**src/rtl/bp_update_queue_if.sv**
```systemverilog
// Handshake bundle between the branch update queue, execute-stage resolution and predictor update/clear ports.
// The slave side is the queue itself; the master side is the surrounding core (or a testbench).
interface bp_update_queue_if #(
  parameter int VLEN    = 64,
  parameter int NR_ROWS = 512
);
  logic                       res_valid_i;
  logic [VLEN-1:0]            res_pc_i;
  logic                       res_taken_i;
  logic                       upd_valid_o;
  logic [VLEN-1:0]            upd_pc_o;
  logic                       upd_taken_o;
  logic                       upd_ready_i;
  logic                       clr_valid_o;
  logic [$clog2(NR_ROWS)-1:0] clr_row_o;

  modport slave (
    input  res_valid_i, res_pc_i, res_taken_i, upd_ready_i,
    output upd_valid_o, upd_pc_o, upd_taken_o, clr_valid_o, clr_row_o
  );

  modport master (
    output res_valid_i, res_pc_i, res_taken_i, upd_ready_i,
    input  upd_valid_o, upd_pc_o, upd_taken_o, clr_valid_o, clr_row_o
  );
endinterface

```
**src/rtl/bp_update_queue.sv**
```systemverilog
// Branch predictor update FIFO with row-by-row table clear on reset/flush; BPQ_COALESCE_EN merges same-PC tail updates.
// Enqueue-to-upd_valid_o latency 1 cycle; predictor backpressure holds the head, a full queue drops (counted), execute never stalls.
module bp_update_queue #(
  parameter int VLEN    = 64,
  parameter int DEPTH   = 4,
  parameter int NR_ROWS = 512,
  parameter int CNT_W   = 16
) (
  input  logic                clk_i,
  input  logic                rst_i,
  input  logic                flush_bp_i,
  input  logic                debug_mode_i,
  bp_update_queue_if.slave    bus,
  output logic                busy_o,
  output logic [CNT_W-1:0]    drop_cnt_o
);
  localparam int AW = $clog2(DEPTH);
  localparam int CW = AW + 1;
  localparam int RW = $clog2(NR_ROWS);

  typedef enum logic [1:0] {INIT_WALK, RUN, FLUSH_WALK} state_t;

  state_t            r_state;
  logic [RW-1:0]     r_row;
  logic              r_busy;
  logic [AW-1:0]     r_rd_ptr;
  logic [AW-1:0]     r_wr_ptr;
  logic [CW-1:0]     r_cnt;
  logic [CNT_W-1:0]  r_drop;
  logic [VLEN-1:0]   r_pc_mem [DEPTH];
  logic              r_tk_mem [DEPTH];

  logic w_run, w_act, w_empty, w_full;
  logic w_pop, w_elig, w_coal, w_push, w_drop;

  assign w_run   = (r_state == RUN);
  assign w_act   = w_run && !flush_bp_i;
  assign w_empty = (r_cnt == '0);
  assign w_full  = (r_cnt == CW'(DEPTH));
  assign w_pop   = w_act && !w_empty && bus.upd_ready_i;
  assign w_elig  = w_act && bus.res_valid_i && !debug_mode_i;

`ifdef BPQ_COALESCE_EN
  logic [AW-1:0] w_tail;
  assign w_tail = r_wr_ptr - AW'(1);
  // A lone entry leaving this cycle cannot absorb the update; it gets a fresh slot.
  assign w_coal = w_elig && !w_empty && (r_pc_mem[w_tail] == bus.res_pc_i) &&
                  !((r_cnt == CW'(1)) && w_pop);
`else
  assign w_coal = 1'b0;
`endif

  assign w_push = w_elig && !w_coal && (!w_full || w_pop);
  assign w_drop = w_elig && !w_coal && w_full && !w_pop;

  always_ff @(posedge clk_i) begin
    if (w_push) begin
      r_pc_mem[r_wr_ptr] <= bus.res_pc_i;
      r_tk_mem[r_wr_ptr] <= bus.res_taken_i;
    end
`ifdef BPQ_COALESCE_EN
    else if (w_coal) begin
      r_tk_mem[w_tail] <= bus.res_taken_i;
    end
`endif
  end

  always_ff @(posedge clk_i) begin
    if (rst_i) begin
      r_state  <= INIT_WALK;
      r_row    <= '0;
      r_busy   <= 1'b1;
      r_rd_ptr <= '0;
      r_wr_ptr <= '0;
      r_cnt    <= '0;
      r_drop   <= '0;
    end else begin
      case (r_state)
        INIT_WALK, FLUSH_WALK: begin
          if (flush_bp_i) begin
            r_row <= '0;
          end else if (r_row == RW'(NR_ROWS - 1)) begin
            r_state <= RUN;
            r_busy  <= 1'b0;
            r_row   <= '0;
          end else begin
            r_row <= r_row + RW'(1);
          end
        end
        RUN: begin
          if (flush_bp_i) begin
            r_state  <= FLUSH_WALK;
            r_busy   <= 1'b1;
            r_row    <= '0;
            r_rd_ptr <= '0;
            r_wr_ptr <= '0;
            r_cnt    <= '0;
          end else begin
            if (w_pop)  r_rd_ptr <= r_rd_ptr + AW'(1);
            if (w_push) r_wr_ptr <= r_wr_ptr + AW'(1);
            r_cnt <= r_cnt + {{AW{1'b0}}, w_push} - {{AW{1'b0}}, w_pop};
            if (w_drop && (r_drop != {CNT_W{1'b1}})) r_drop <= r_drop + CNT_W'(1);
          end
        end
        default: begin
          r_state <= INIT_WALK;
          r_row   <= '0;
          r_busy  <= 1'b1;
        end
      endcase
    end
  end

  assign bus.upd_valid_o = w_run && !w_empty;
  assign bus.upd_pc_o    = r_pc_mem[r_rd_ptr];
  assign bus.upd_taken_o = r_tk_mem[r_rd_ptr];
  assign bus.clr_valid_o = r_busy;
  assign bus.clr_row_o   = r_row;
  assign busy_o          = r_busy;
  assign drop_cnt_o      = r_drop;
endmodule
```
**src/flat_wrapper.sv**
```systemverilog
// flat-port wrapper written by rule: the top's interface ports become plain ports
module bp_update_queue_flat 
#(
  parameter int VLEN    = 64,
  parameter int DEPTH   = 4,
  parameter int NR_ROWS = 512,
  parameter int CNT_W   = 16
)
  (clk_i, rst_i, flush_bp_i, debug_mode_i, busy_o, drop_cnt_o, bus_res_valid_i, bus_res_pc_i, bus_res_taken_i, bus_upd_ready_i, bus_upd_valid_o, bus_upd_pc_o, bus_upd_taken_o, bus_clr_valid_o, bus_clr_row_o);
  bp_update_queue_if #(.VLEN(VLEN), .NR_ROWS(NR_ROWS)) bus_i ();
  input  logic clk_i;
  input  logic rst_i;
  input  logic flush_bp_i;
  input  logic debug_mode_i;
  output logic busy_o;
  output logic [CNT_W-1:0] drop_cnt_o;
  input wire logic [$bits(bus_i.res_valid_i)-1:0] bus_res_valid_i;
  input wire logic [$bits(bus_i.res_pc_i)-1:0] bus_res_pc_i;
  input wire logic [$bits(bus_i.res_taken_i)-1:0] bus_res_taken_i;
  input wire logic [$bits(bus_i.upd_ready_i)-1:0] bus_upd_ready_i;
  output wire logic [$bits(bus_i.upd_valid_o)-1:0] bus_upd_valid_o;
  output wire logic [$bits(bus_i.upd_pc_o)-1:0] bus_upd_pc_o;
  output wire logic [$bits(bus_i.upd_taken_o)-1:0] bus_upd_taken_o;
  output wire logic [$bits(bus_i.clr_valid_o)-1:0] bus_clr_valid_o;
  output wire logic [$bits(bus_i.clr_row_o)-1:0] bus_clr_row_o;
  assign bus_i.res_valid_i = bus_res_valid_i;
  assign bus_i.res_pc_i = bus_res_pc_i;
  assign bus_i.res_taken_i = bus_res_taken_i;
  assign bus_i.upd_ready_i = bus_upd_ready_i;
  assign bus_upd_valid_o = bus_i.upd_valid_o;
  assign bus_upd_pc_o = bus_i.upd_pc_o;
  assign bus_upd_taken_o = bus_i.upd_taken_o;
  assign bus_clr_valid_o = bus_i.clr_valid_o;
  assign bus_clr_row_o = bus_i.clr_row_o;
  bp_update_queue #(.VLEN(VLEN), .DEPTH(DEPTH), .NR_ROWS(NR_ROWS), .CNT_W(CNT_W)) u_core (.clk_i(clk_i), .rst_i(rst_i), .flush_bp_i(flush_bp_i), .debug_mode_i(debug_mode_i), .bus(bus_i), .busy_o(busy_o), .drop_cnt_o(drop_cnt_o));
endmodule
```
**config.mk**
```make
export PLATFORM = sky130hd
export DESIGN_NAME = bp_update_queue_flat
export DESIGN_NICKNAME = d
export VERILOG_FILES = /design/src/rtl/bp_update_queue_if.sv /design/src/rtl/bp_update_queue.sv /design/src/flat_wrapper.sv
export SDC_FILE = /design/constraint.sdc
export NUM_CORES = 1
export LEC_CHECK = 0
export BUFFER_PORTS_ARGS = -buffer_cell sky130_fd_sc_hd__buf_2
export CORE_AREA = 2 2 144 146
export CTS_CLUSTER_DIAMETER = 50
export DETAILED_ROUTE_END_ITERATION = 10
export DIE_AREA = 0 0 146 148
export PLACE_DENSITY = 0.79
export SYNTH_ARGS = -nofsm -noshare
export SYNTH_HDL_FRONTEND = slang
export SYNTH_SLANG_ARGS = --single-unit
```
**constraint.sdc**
```tcl
create_clock -name clk_i -period 4.7 [get_ports clk_i]
set_clock_uncertainty 0.05 [all_clocks]
set_input_delay 0.47 -clock clk_i [delete_from_list [all_inputs] [get_ports clk_i]]
set_output_delay 0.47 -clock clk_i [all_outputs]
set_load 0.01 [all_outputs]
```
==> results_dict.tcl <==
set metrics [dict create \
    hold_viol_final 0 \
    syn-cell-area_um2 11200 \
    grt_pass1_vias 6065 \
    syn2layout_area_growth_pct 18.0 \
    layout-drive-gt1-share_pct 38.4 \
    ctsResizeCount 0 \
    final_cell_mix "260 x edfxtp_1, 163 x buf_2, 65 x mux4_2" \
    yosys.area_share.adder_pct 1.18 \
    status "completed" \
    crit_type "reg -> out" \
    power.density_nw_per_um2 389 \
    end_kind "output port" \
    ys_warn_count 0 \
    synth_cell_type_count 45 \
    ff2ff_setup_slack_ns 1.82 \
    cp.arrival_ns 2.43 \
    slew_viol_final 0 \
    synth_top_family_by_area "multiplexers" \
    core_um2 20000 \
    synth_fp_nets 637 \
    yosysTopAreaCell "edfxtp_1" \
    die_w_um 146 \
    dp.final_hpwl_mm 12.9 \
    tightest_slew_ns 0.977 \
    drv_cap 0 \
    max-clock-path-buffers 3 \
    row_count 52 \
    rsz0062_at_grt "no" \
    vdd_drop_max_v 0.000272 \
    dieArea_um2 21600 \
    post_cts_buffers 0 \
    cts_root_buf "clkbuf_16" \
    synth.top_cell.area_share_pct 69.5 \
    fin_tns_setup_ns 0 \
    drcViolationCount 0 \
    wl_per_cell_um 20.7 \
    synth_xor_area_share_pct 0.390 \
    antenna_left 0 \
    cts.sinks 297 \
    grt_max_degree 66 \
    hold_buffers 0 \
    timing.fmax_mhz 339 \
    overflow 0 \
    async_flop_share_pct 0 \
    fill_cells 1370 \
    vias 5881 \
    p_total_mw 5.16 \
    min_path_type "in -> reg" \
    viasPerCell 5.74 \
    crit_chain "buf_4, mux4_2, buf_2" \
    grt_use_total_pct 19.5 \
    antenna_found_initial 4 \
    h-tree-depth 1 \
    final-setup-viol-count 0 \
    wl_mm 21.2 \
    synth_cells 556 \
    dr.pass1.iters 5 \
    dpl.cell_count 966 \
    cts_made_buffers 30 \
    yosysSeqAreaShare_pct 76.1 \
    drtIter0Drc 396 \
    final.min_clock_period_ns 2.95 \
    post-place-ws_ns 1.67 \
    post-route-period-util_pct 62.7 \
    fin_ws_ns 1.75 \
    crit_fanout 26 \
    ys.flop_type "edfxtp_1" \
    cp.required_ns 4.18 \
    fin_cells 1024 \
    ys_ff_latch 297 \
    synth_compound_area_share_pct 3.02 \
    cts_tree "yes" \
    gp_congestion 0.860 \
    ios 164 \
    yosys-top-cells-area "edfxtp_1 69%, mux4_2 13%, dfxtp_1 6.6%" \
    port_buffers 163 \
    synth-simple-area-share_pct 4.68 \
    grt_pass1_wl_mm 32.8 \
    cpPeakStageDelay_ns 0.60 \
    nNetsFinal 809 \
    fp.dieH_um 148 \
    cp-start-kind "flip-flop" \
    final_common_cell "edfxtp_1" \
    syn_avg_cell_area_um2 20.2 \
    synth_mux_area_share_pct 13.3 \
    relSlewSlack_pct 34.9 \
    critPathSlowestCell "mux4_2" \
    p_leak_nw 4.42 \
    finish.utilization_pct 66.2 \
    synth_enable_flop_cells 260 \
    initial_utilization_pct 56.1 \
    worstSkewPairLatency_ns 0.54 \
    clk_pin_slew_ns 0.06 \
]
-- critical path: cells and delay by family, from the launching register on --
family	cells	cell delay [ns]
muxes	1	0.60
DFF	1	0.59
buffers and inverters	2	0.69
-- power breakdown --
part	internal (mW)	total, mW	switching [mW]
logic	0.0241	0.0662	0.0420
clock network	1.31	2.23	0.921
registers	2.86	2.86	0.000983
-- per-layer routing --
layer	vias up	share of wire [%]	global-route usage [%]
met4	0	1.6	4.81
met5	-	0	0
met2	219	52	33.7
met3	25	7.9	4.63
met1	2989	39	25.4
li1	2648	-	-
-- registers in the layout (all words and copies together), names as in the netlist, named ones only --
signal,flops
u_core.r_tk_mem,4
u_core.drop_cnt_o,16
u_core.r_cnt,3
u_core.r_wr_ptr,2
u_core.r_state,2
u_core.bus.clr_row_o,9
u_core.r_rd_ptr,2
u_core.bus.clr_valid_o,1
u_core.r_pc_mem,256
-- logic make-up (layout without fill, tap and decap cells) --
| family | after synthesis | after routing |
|---|---|---|
| adders and majority gates | 10 | 10 |
| DFF | 297 | 297 |
| other | 0 | 4 |
| buffers and inverters | 35 | 229 |
| and+or+nand+nor | 86 | 86 |
| muxes | 68 | 68 |
| AOI/OAI and AO/OA | 55 | 55 |
| xor gates and xnor gates | 5 | 5 |
-- path summary, 6_finish.rpt --
| check | startpoint | to | cells after the start |
|---|---|---|---|
| worst min register to register | u_core.drop_cnt_o[15]$_SDFFE_PP0P_ | u_core.drop_cnt_o[15]$_SDFFE_PP0P_ | 2 |
| worst min-delay path | bus_res_pc_i[12] | u_core.r_pc_mem[3][12]$_DFFE_PP_ | 1 |
| worst max register to register | u_core.r_state[0]$_SDFFE_PP0P_ | u_core.r_cnt[2]$_SDFFE_PP0N_ | 11 |
| worst max-delay path | flip-flop | bus_upd_pc_o[52] | 3 |
-- cell type report --
cell class / instances / area, µm² / share of cell area, %
flip-flops and latches: 297 / 8560 / 64.5
well taps: 270 / 338 / 2.55
multi-input cells: 224 / 2550 / 19.2
clock inverters: 19 / 149 / 1.12
clock buffers: 35 / 791 / 5.96
repair buffers: 166 / 838 / 6.32
diodes: 4 / 10.0 / 0.0755
inverters: 9 / 33.8 / 0.255
-- cell usage after synthesis (2+ instances only) --
master	count
nand4_1	8
xor2_1	4
or4_1	9
a21oi_1	22
edfxtp_1	260
and3_1	2
and4_1	2
or3b_1	2
a22oi_1	3
or3_1	4
clkbuf_1	9
dfxtp_1	37
o311ai_0	2
nor3b_2	2
o21ai_0	11
ha_1	9
mux2i_1	2
mux4_2	65
nand2_1	7
o41ai_1	2
nand3b_1	2
buf_4	2
inv_1	9
buf_1	5
and2_1	6
nor2b_1	4
nand2b_1	2
nor3_1	6
o31ai_1	10
buf_2	10
nand3_1	9
nor2_1	16
-- per-stage QoR --
stage,instance area [µm²],hold WS [ns]
final,13300,0.0973
after CTS,13300,0.0765
after global placement,12300,0.433
after global routing,13300,0.0783
after floorplan,11200,0.412
after detailed placement,12300,0.442
Power figures use the tool's default switching activity.
